<file path="config.mk">
export PLATFORM = sky130hd
export DESIGN_NAME = pipe_hazard_ctrl
export DESIGN_NICKNAME = d
export VERILOG_FILES = /design/src/rtl/pipe_hazard_ctrl.sv
export SDC_FILE = /design/constraint.sdc
export NUM_CORES = 1
export LEC_CHECK = 0
export ABC_AREA = 1
export BUFFER_PORTS_ARGS = -buffer_cell sky130_fd_sc_hd__buf_2
export CAP_MARGIN = 40
export CORE_UTILIZATION = 51
export DETAILED_ROUTE_END_ITERATION = 8
export GPL_TIMING_DRIVEN = 0
export PLACE_DENSITY_LB_ADDON = 0.1
export SKIP_CTS_REPAIR_TIMING = 1
export SLEW_MARGIN = 20
export SYNTH_ARGS = -nofsm -noshare
export SYNTH_HDL_FRONTEND = slang
export SYNTH_SLANG_ARGS = --single-unit
</file>
<file path="constraint.sdc">
create_clock -name clk -period 3.5 [get_ports clk]
set_input_delay 0.175 -clock clk [delete_from_list [all_inputs] [get_ports clk]]
set_output_delay 0.175 -clock clk [all_outputs]
set_load 0.05 [all_outputs]
</file>
<file path="src/rtl/pipe_hazard_ctrl.sv">
// Hazard and forwarding controller for a 5-stage pipeline. Shadows the EX/MEM/WB
// destinations to drive EX operand forwarding, load-use stalls and ID-stage WB bypass.
module pipe_hazard_ctrl #(
  parameter int REG_ADDR_W  = 4,
  parameter int NUM_SRC     = 2,
  parameter int ZERO_REG_EN = 1,
  parameter int STALL_CNT_W = 16
) (
  input  logic                           clk,
  input  logic                           reset,
  input  logic                           id_valid,
  input  logic [NUM_SRC*REG_ADDR_W-1:0]  id_src,
  input  logic [NUM_SRC-1:0]             id_src_used,
  input  logic [REG_ADDR_W-1:0]          id_rd,
  input  logic                           id_we,
  input  logic                           id_mem_read,
  input  logic                           flush,
  output logic                           stall,
  output logic [NUM_SRC*2-1:0]           fwd_sel,
  output logic [NUM_SRC-1:0]             id_wb_bypass,
  output logic [STALL_CNT_W-1:0]         stall_cycles
);

  typedef struct packed {
    logic                  valid;
    logic                  we;
    logic                  mem_read;
    logic [REG_ADDR_W-1:0] rd;
  } dst_t;

  typedef struct packed {
    dst_t                          dst;
    logic [NUM_SRC*REG_ADDR_W-1:0] src;
    logic [NUM_SRC-1:0]            src_used;
  } slot_t;

  localparam logic [STALL_CNT_W-1:0] CNT_ONE = 1;

  // Only EX needs its sources; MEM and WB are consulted for their destination only.
  slot_t                  r_ex;
  dst_t                   r_mem;
  dst_t                   r_wb;
  slot_t                  w_id;
  logic [STALL_CNT_W-1:0] r_stall_cycles;
  logic                   w_ld_hit;
  logic                   w_unused_wb_ld;

  function automatic logic f_match(dst_t s, logic [REG_ADDR_W-1:0] reg_a);
    f_match = s.valid && s.we && (s.rd == reg_a) &&
              !((ZERO_REG_EN != 0) && (reg_a == '0));
  endfunction

  // NOTE: every variable written here gets a default first, so no latch is inferred.
  always_comb begin
    w_ld_hit = 1'b0;
    for (int k = 0; k < NUM_SRC; k++) begin
      if (id_src_used[k] && f_match(r_ex.dst, id_src[k*REG_ADDR_W +: REG_ADDR_W]))
        w_ld_hit = 1'b1;
    end
    stall = id_valid && !flush && r_ex.dst.mem_read && w_ld_hit;
  end

  always_comb begin
    fwd_sel = '0;
    for (int k = 0; k < NUM_SRC; k++) begin
      if (r_ex.dst.valid && r_ex.src_used[k]) begin
        if (f_match(r_mem, r_ex.src[k*REG_ADDR_W +: REG_ADDR_W]) && !r_mem.mem_read)
          fwd_sel[2*k +: 2] = 2'b01;
        else if (f_match(r_wb, r_ex.src[k*REG_ADDR_W +: REG_ADDR_W]))
          fwd_sel[2*k +: 2] = 2'b10;
      end
    end
  end

  // The regfile has no write-through, so an ID read of the WB destination must bypass.
  always_comb begin
    id_wb_bypass = '0;
    for (int k = 0; k < NUM_SRC; k++)
      id_wb_bypass[k] = id_valid && id_src_used[k] &&
                        f_match(r_wb, id_src[k*REG_ADDR_W +: REG_ADDR_W]);
  end

  always_comb begin
    w_id              = '0;
    w_id.dst.valid    = id_valid && !stall && !flush;
    w_id.dst.we       = id_we;
    w_id.dst.mem_read = id_mem_read;
    w_id.dst.rd       = id_rd;
    w_id.src          = id_src;
    w_id.src_used     = id_src_used;
  end

  // NOTE: sequential state uses non-blocking assignments so WB<=MEM<=EX shift in one edge.
  always_ff @(posedge clk or posedge reset) begin
    if (reset) begin
      // NOTE: whole slots are cleared, not just valid, so no X ever reaches a compare.
      r_ex           <= '0;
      r_mem          <= '0;
      r_wb           <= '0;
      r_stall_cycles <= '0;
    end else begin
      r_wb  <= r_mem;
      r_mem <= r_ex.dst;
      r_ex  <= w_id;
      if (stall && (r_stall_cycles != '1))
        r_stall_cycles <= r_stall_cycles + CNT_ONE;
    end
  end

  assign stall_cycles   = r_stall_cycles;
  assign w_unused_wb_ld = r_wb.mem_read;

endmodule
</file>
After elaboration in Yosys (flattened, before gate mapping)
Index checks and enable logic that the tools add are counted.

word-level totals
  bits in writable memories = 0
  word-level logic and storage cells = 78
  output and inout port bits = 23
  bits in registers = 46
  bits of input ports = 20
  memory bits (read-only) = 0
  latch bits = 0
  memories kept = 0

cells by class
  equality and inequality tests = 9
  magnitude comparators = 0
  multiplexer cells = 8
  reductions and logical operators = 46
  bitwise operators = 0
  divide/modulo/power cells = 0
  shifts and indexed selects = 0
  add/sub/neg operators = 1
  multiply operators = 0

operators with widths
  operator                                                          number
  1-bit logical AND                                                 35
  4-bit == test                                                     8
  16-bit by 1-bit adder with 16-bit output (second input constant)  1
  4-bit zero test                                                   4
  16-bit != test (second input constant)                            1
  2-bit 2-to-1 mux                                                  6
  1-bit zero test                                                   7
  1-bit 2-to-1 mux                                                  2

Logic depth before layout (Yosys ltp)
  word-level depth = 10
  mapped depth = 12
  depth with buffers taken out = 12

Worst setup path before layout
No wires, ideal clock.

  path kind = register -> output
  from = register r_wb[0] in the netlist's numbering
  to = output port id_wb_bypass[1]
  slack = 1.182 ns
  cell stages (with the launch flop) = 4
  buffers on the path = 1
  data arrival time = 2.143 ns
  required time = 3.325 ns
  cell sequence = dfrtp_1 -> clkbuf_1 -> o22ai_1 -> nor4_1

between the ends
  cells in the longest elaborated chain, start to end = 4

ends and longest elaborated chain
  element                         line  RTL
  from (decl)                     42    dst_t r_wb;
  from (signal assigned)          102   r_wb <= r_mem;
  4-bit == test                   49    f_match = s.valid && s.we && (s.rd == reg_a) &&
  1-bit logical AND (2 in a row)  49
  1-bit logical AND               79    id_wb_bypass[k] = id_valid && id_src_used[k] &&
  to (decl)                       20    output logic [NUM_SRC-1:0] id_wb_bypass,

No other way between the ends.

Final worst setup path
  from = register r_mem[1] in the netlist's numbering
  to = output port fwd_sel[0]

between the ends
  cells in the longest elaborated chain, start to end = 6

ends and longest elaborated chain
  element                         line  RTL
  from (decl)                     41    dst_t r_mem;
  from (signal assigned)          103   r_mem <= r_ex.dst;
  4-bit == test                   49
  1-bit logical AND (2 in a row)  49
  1-bit logical AND               67    if (f_match(r_mem, r_ex.src[k*REG_ADDR_W +: REG_ADDR_W]) && !r_mem.mem_read)
  2-bit 2-to-1 mux                67
  2-bit 2-to-1 mux                66    if (r_ex.dst.valid && r_ex.src_used[k]) begin
  to (decl)                       19    output logic [NUM_SRC*2-1:0] fwd_sel,

No other way between the ends.

==> results.md <==
Status:
- The run finished with clean final reports.

GRT:
- Entering global routing, the biggest net connects 32 pins.
- The overall fraction of global-route tracks in use is 0.217.
- The initial antenna violation count is 0.
- The first global-routing pass estimated 8520 µm of wire.
- The number of global-route vias before repair is 1,979.
- The total grt overflow is 0.

Die:
- The number of primary I/O pins is 43.
- The number of placement rows is 24.
- The floorplan step defined a core boundary enclosing 4410 µm².
- The die width is 70.2 µm.
- For this configuration, the core starts out at a cell density of 0.537.
- From bottom edge to top edge, the die measures 70.2 µm.
- The die covers 4930 µm².

Logic synthesis:
- In this run the cell area of the synthesized design comes to 2370 µm².
- Synthesis produced 297 cells.
- The fraction of the yosys area taken by sequential cells is 0.485.
- The total number of yosys warnings is 0.
- The average cell area after synthesis is 7.99 µm².
- Synthesis produced a netlist with a net count of 318.
- The count of distinct cell types in the synthesized netlist is 31.
- The synthesized design contains 46 register bits.

Clock network:
- Counting every sink on the clock net gives 46.
- The maximum buffer depth of the clock tree is 2.
- CTS placed an instance of sky130_fd_sc_hd__clkbuf_8 at the clock tree root.
- In this run the number of H-tree levels came out at 2.
- The clock tree from TritonCTS is done.
- The clock-pin slew on the worst setup and hold paths is 90 ps.
- In this run, CTS created clock tree buffers numbering 5.
- The later-pin clock latency in the skew report is 290 ps.

STA:
- The transition time of the tightest slew-check pin is 427 ps.
- The number of endpoints failing setup at the final stage is 0.
- The final count of hold timing violations is 0.
- The clock tree skew after final layout is 4.78 ps.
- Setup repair after global routing left no endpoint under its margin.
- Timing would allow up to 512 MHz.
- The remaining max-slew budget at the tightest pin is 0.714.
- The summed negative setup slack over all endpoints is 0 ps.
- The share of the cycle needed by the critical path after routing is 0.558.
- The final number of max-transition violations is 0.
- The final critical delay including setup and external delays is 1950 ps.

Setup path:
- STA classifies the critical path startpoint as a register.
- In this run the worst path has a maximum fanout of 3.
- The logic depth of the worst register-to-register path is 11.
- The delay contributed by the slowest stage of the critical path is 400 ps.
- STA puts the critical path data required time at 3320 ps.
- The slowest stage of the critical path is the sky130_fd_sc_hd__dfrtp_1 cell.
- Traced cell by cell, the critical path runs through inv_1 > o21ai_0 > a211oi_1 > nand2_1 > nor3_1 > buf_2.
- The worst setup path category is reg2out.
- The data arrival at the endpoint of the critical path is 1780 ps.
- The critical path capture point type is an output port.

Hold path:
- The type of the most critical hold path is in2reg.
- Along the worst hold path, the cell count comes to 1.

Drt:
- Dividing the detail-routed wire length by the instance count gives 12.1 µm.
- The number of antenna-violating nets in the routed design is 0.
- The routed via count is 2,012.
- The total iterations of the first detailed-routing run is 4.
- The detailed router finished its first iteration with 70 violations.
- For this run, design rule violations remaining after detail routing come to 0.
- The per-cell via count in the routed design is 4.94.
- The aggregate routed wire length is 4910 µm.

Placed design:
- Routability-driven placement finished with a final weighted congestion of 0.840.
- The count of port buffers added during placement is 42.
- Detailed placement ended at an HPWL of 3790 µm.

Power and ir drop:
- Overall power consumption after layout is estimated at 1.05 mW.
- The sequential share of power is 0.540.
- The power density relative to cell area is 368 nW/µm².
- The static power due to leakage is 1.51 nW.
- Of the total power, combinational logic draws 0.088.
- In this run the power spent charging and discharging nets is 252 µW.
- The worst-case IR drop observed on VDD is 0.283 mV.
- The internal power component is 799 µW.
- The clock power share is 0.372.
- The switching power as a share of total power is 0.239.

Final layout:
- For this run, the post-layout net count is 375.
- From synthesis to final layout, the design area changed by 20.2%.
- The library cells used most frequently in the layout, excluding fill and tap cells, are sky130_fd_sc_hd__nand2_1 (89), sky130_fd_sc_hd__dfrtp_1 (46), sky130_fd_sc_hd__inv_1 (43).
- The share of post-route cells with drive strength above 1 is 0.211.
- The most common cell after layout, fill and taps aside is sky130_fd_sc_hd__nand2_1.
- The final cell utilization of the core is 0.646.
- The number of antenna repair diodes is 0.

Job:
- The max-capacitance violation count is 0.
## Yosys cell counts (all sizes together)
cell,number,area (µm²)
clkinv,1,3.75
clkbuf,1,3.75
buf,1,11.3
a21oi,3,15.0
nand2,94,365
a211oi,1,7.51
nand4,7,43.8
o21ai,11,55.1
ha,1,12.5
nand3,14,90.1
nor3,5,41.3
xor2,9,78.8
nor2,36,173
dfrtp,46,1150
nor2b,1,6.26
nor4,4,25.0
o211ai,1,7.51
a221oi,1,8.76
inv,48,183
nand3b,6,45.0
xnor2,3,26.3
o22ai,3,18.8
## flip-flops by register name, summed over array words and instances, names as in the netlist
signal,cells
stall_cycles,16
r_wb,6
r_ex,17
r_mem,7
## metal layers
| layer | global-route usage | part of all wire |
|---|---|---|
| met5 | 0 | 0 |
| met1 | 0.265 | 0.44 |
| met4 | 0.0711 | 0.015 |
| met2 | 0.380 | 0.51 |
| met3 | 0.0476 | 0.031 |
## cell type report
type / instances / area [µm²]
tap: 52 / 65.1
clock inverter: 3 / 45.0
multi-input combinational: 200 / 1020
sequential: 46 / 1150
buffer: 2 / 15.0
clock buffer: 5 / 68.8
fill: 404 / 1560
inverter: 49 / 186
timing repair buffer: 50 / 300
## power groups by stage
stage / Sequential (mW) / Combinational [mW] / Clock, mW
after floorplan: 0.576 / 0.0520 / 0
after global placement: 0.577 / 0.0830 / 0
after detailed placement: 0.578 / 0.0875 / 0
after CTS: 0.567 / 0.0879 / 0.405
after global routing: 0.570 / 0.106 / 0.425
final: 0.567 / 0.0927 / 0.391
## through the flow
stage	instance area [µm²]	std cells	hold WS, ps	setup slack [ps]
floorplan	2370	297	206	1180
global placement	2650	391	284	1650
detailed placement	2670	392	174	1820
CTS	2780	400	-153	1540
global route	2850	407	6.37	1450
finish	2850	407	22.8	1550
## worst max-delay path: cells and delay by family, from the launching register on
family	cells	cell delay (ps)
AND/OR/NAND/NOR	2	230
AO/OA/AOI/OAI	2	470
flip-flops	1	400
buffers and inverters	2	390
## cell families (layout without fill, tap and decap cells)
group           Yosys count  after routing  share of synthesized area
simple gates            167            167                      0.333
buf+inv                  51            109                     0.0849
flops                    46             46                      0.485
compound gates           20             20                     0.0475
xor+xnor                 12             12                     0.0443
fa+ha+maj                 1              1                    0.00527
## worst paths after layout
kind	startpoint	endpoint	slack (ps)
worst min register to register	r_mem[6]	r_wb[6]	380
worst max-delay path	r_mem[1]	fwd_sel[0]	1550
min in group asynchronous	reset	stall_cycles[0]	390
max in group asynchronous	reset	stall_cycles[14]	2640
worst max register to register	stall_cycles[0]	stall_cycles[7]	1820
worst min-delay path	id_src_used[0]	r_ex[0]	20
(Power assumes the default switching activity.)
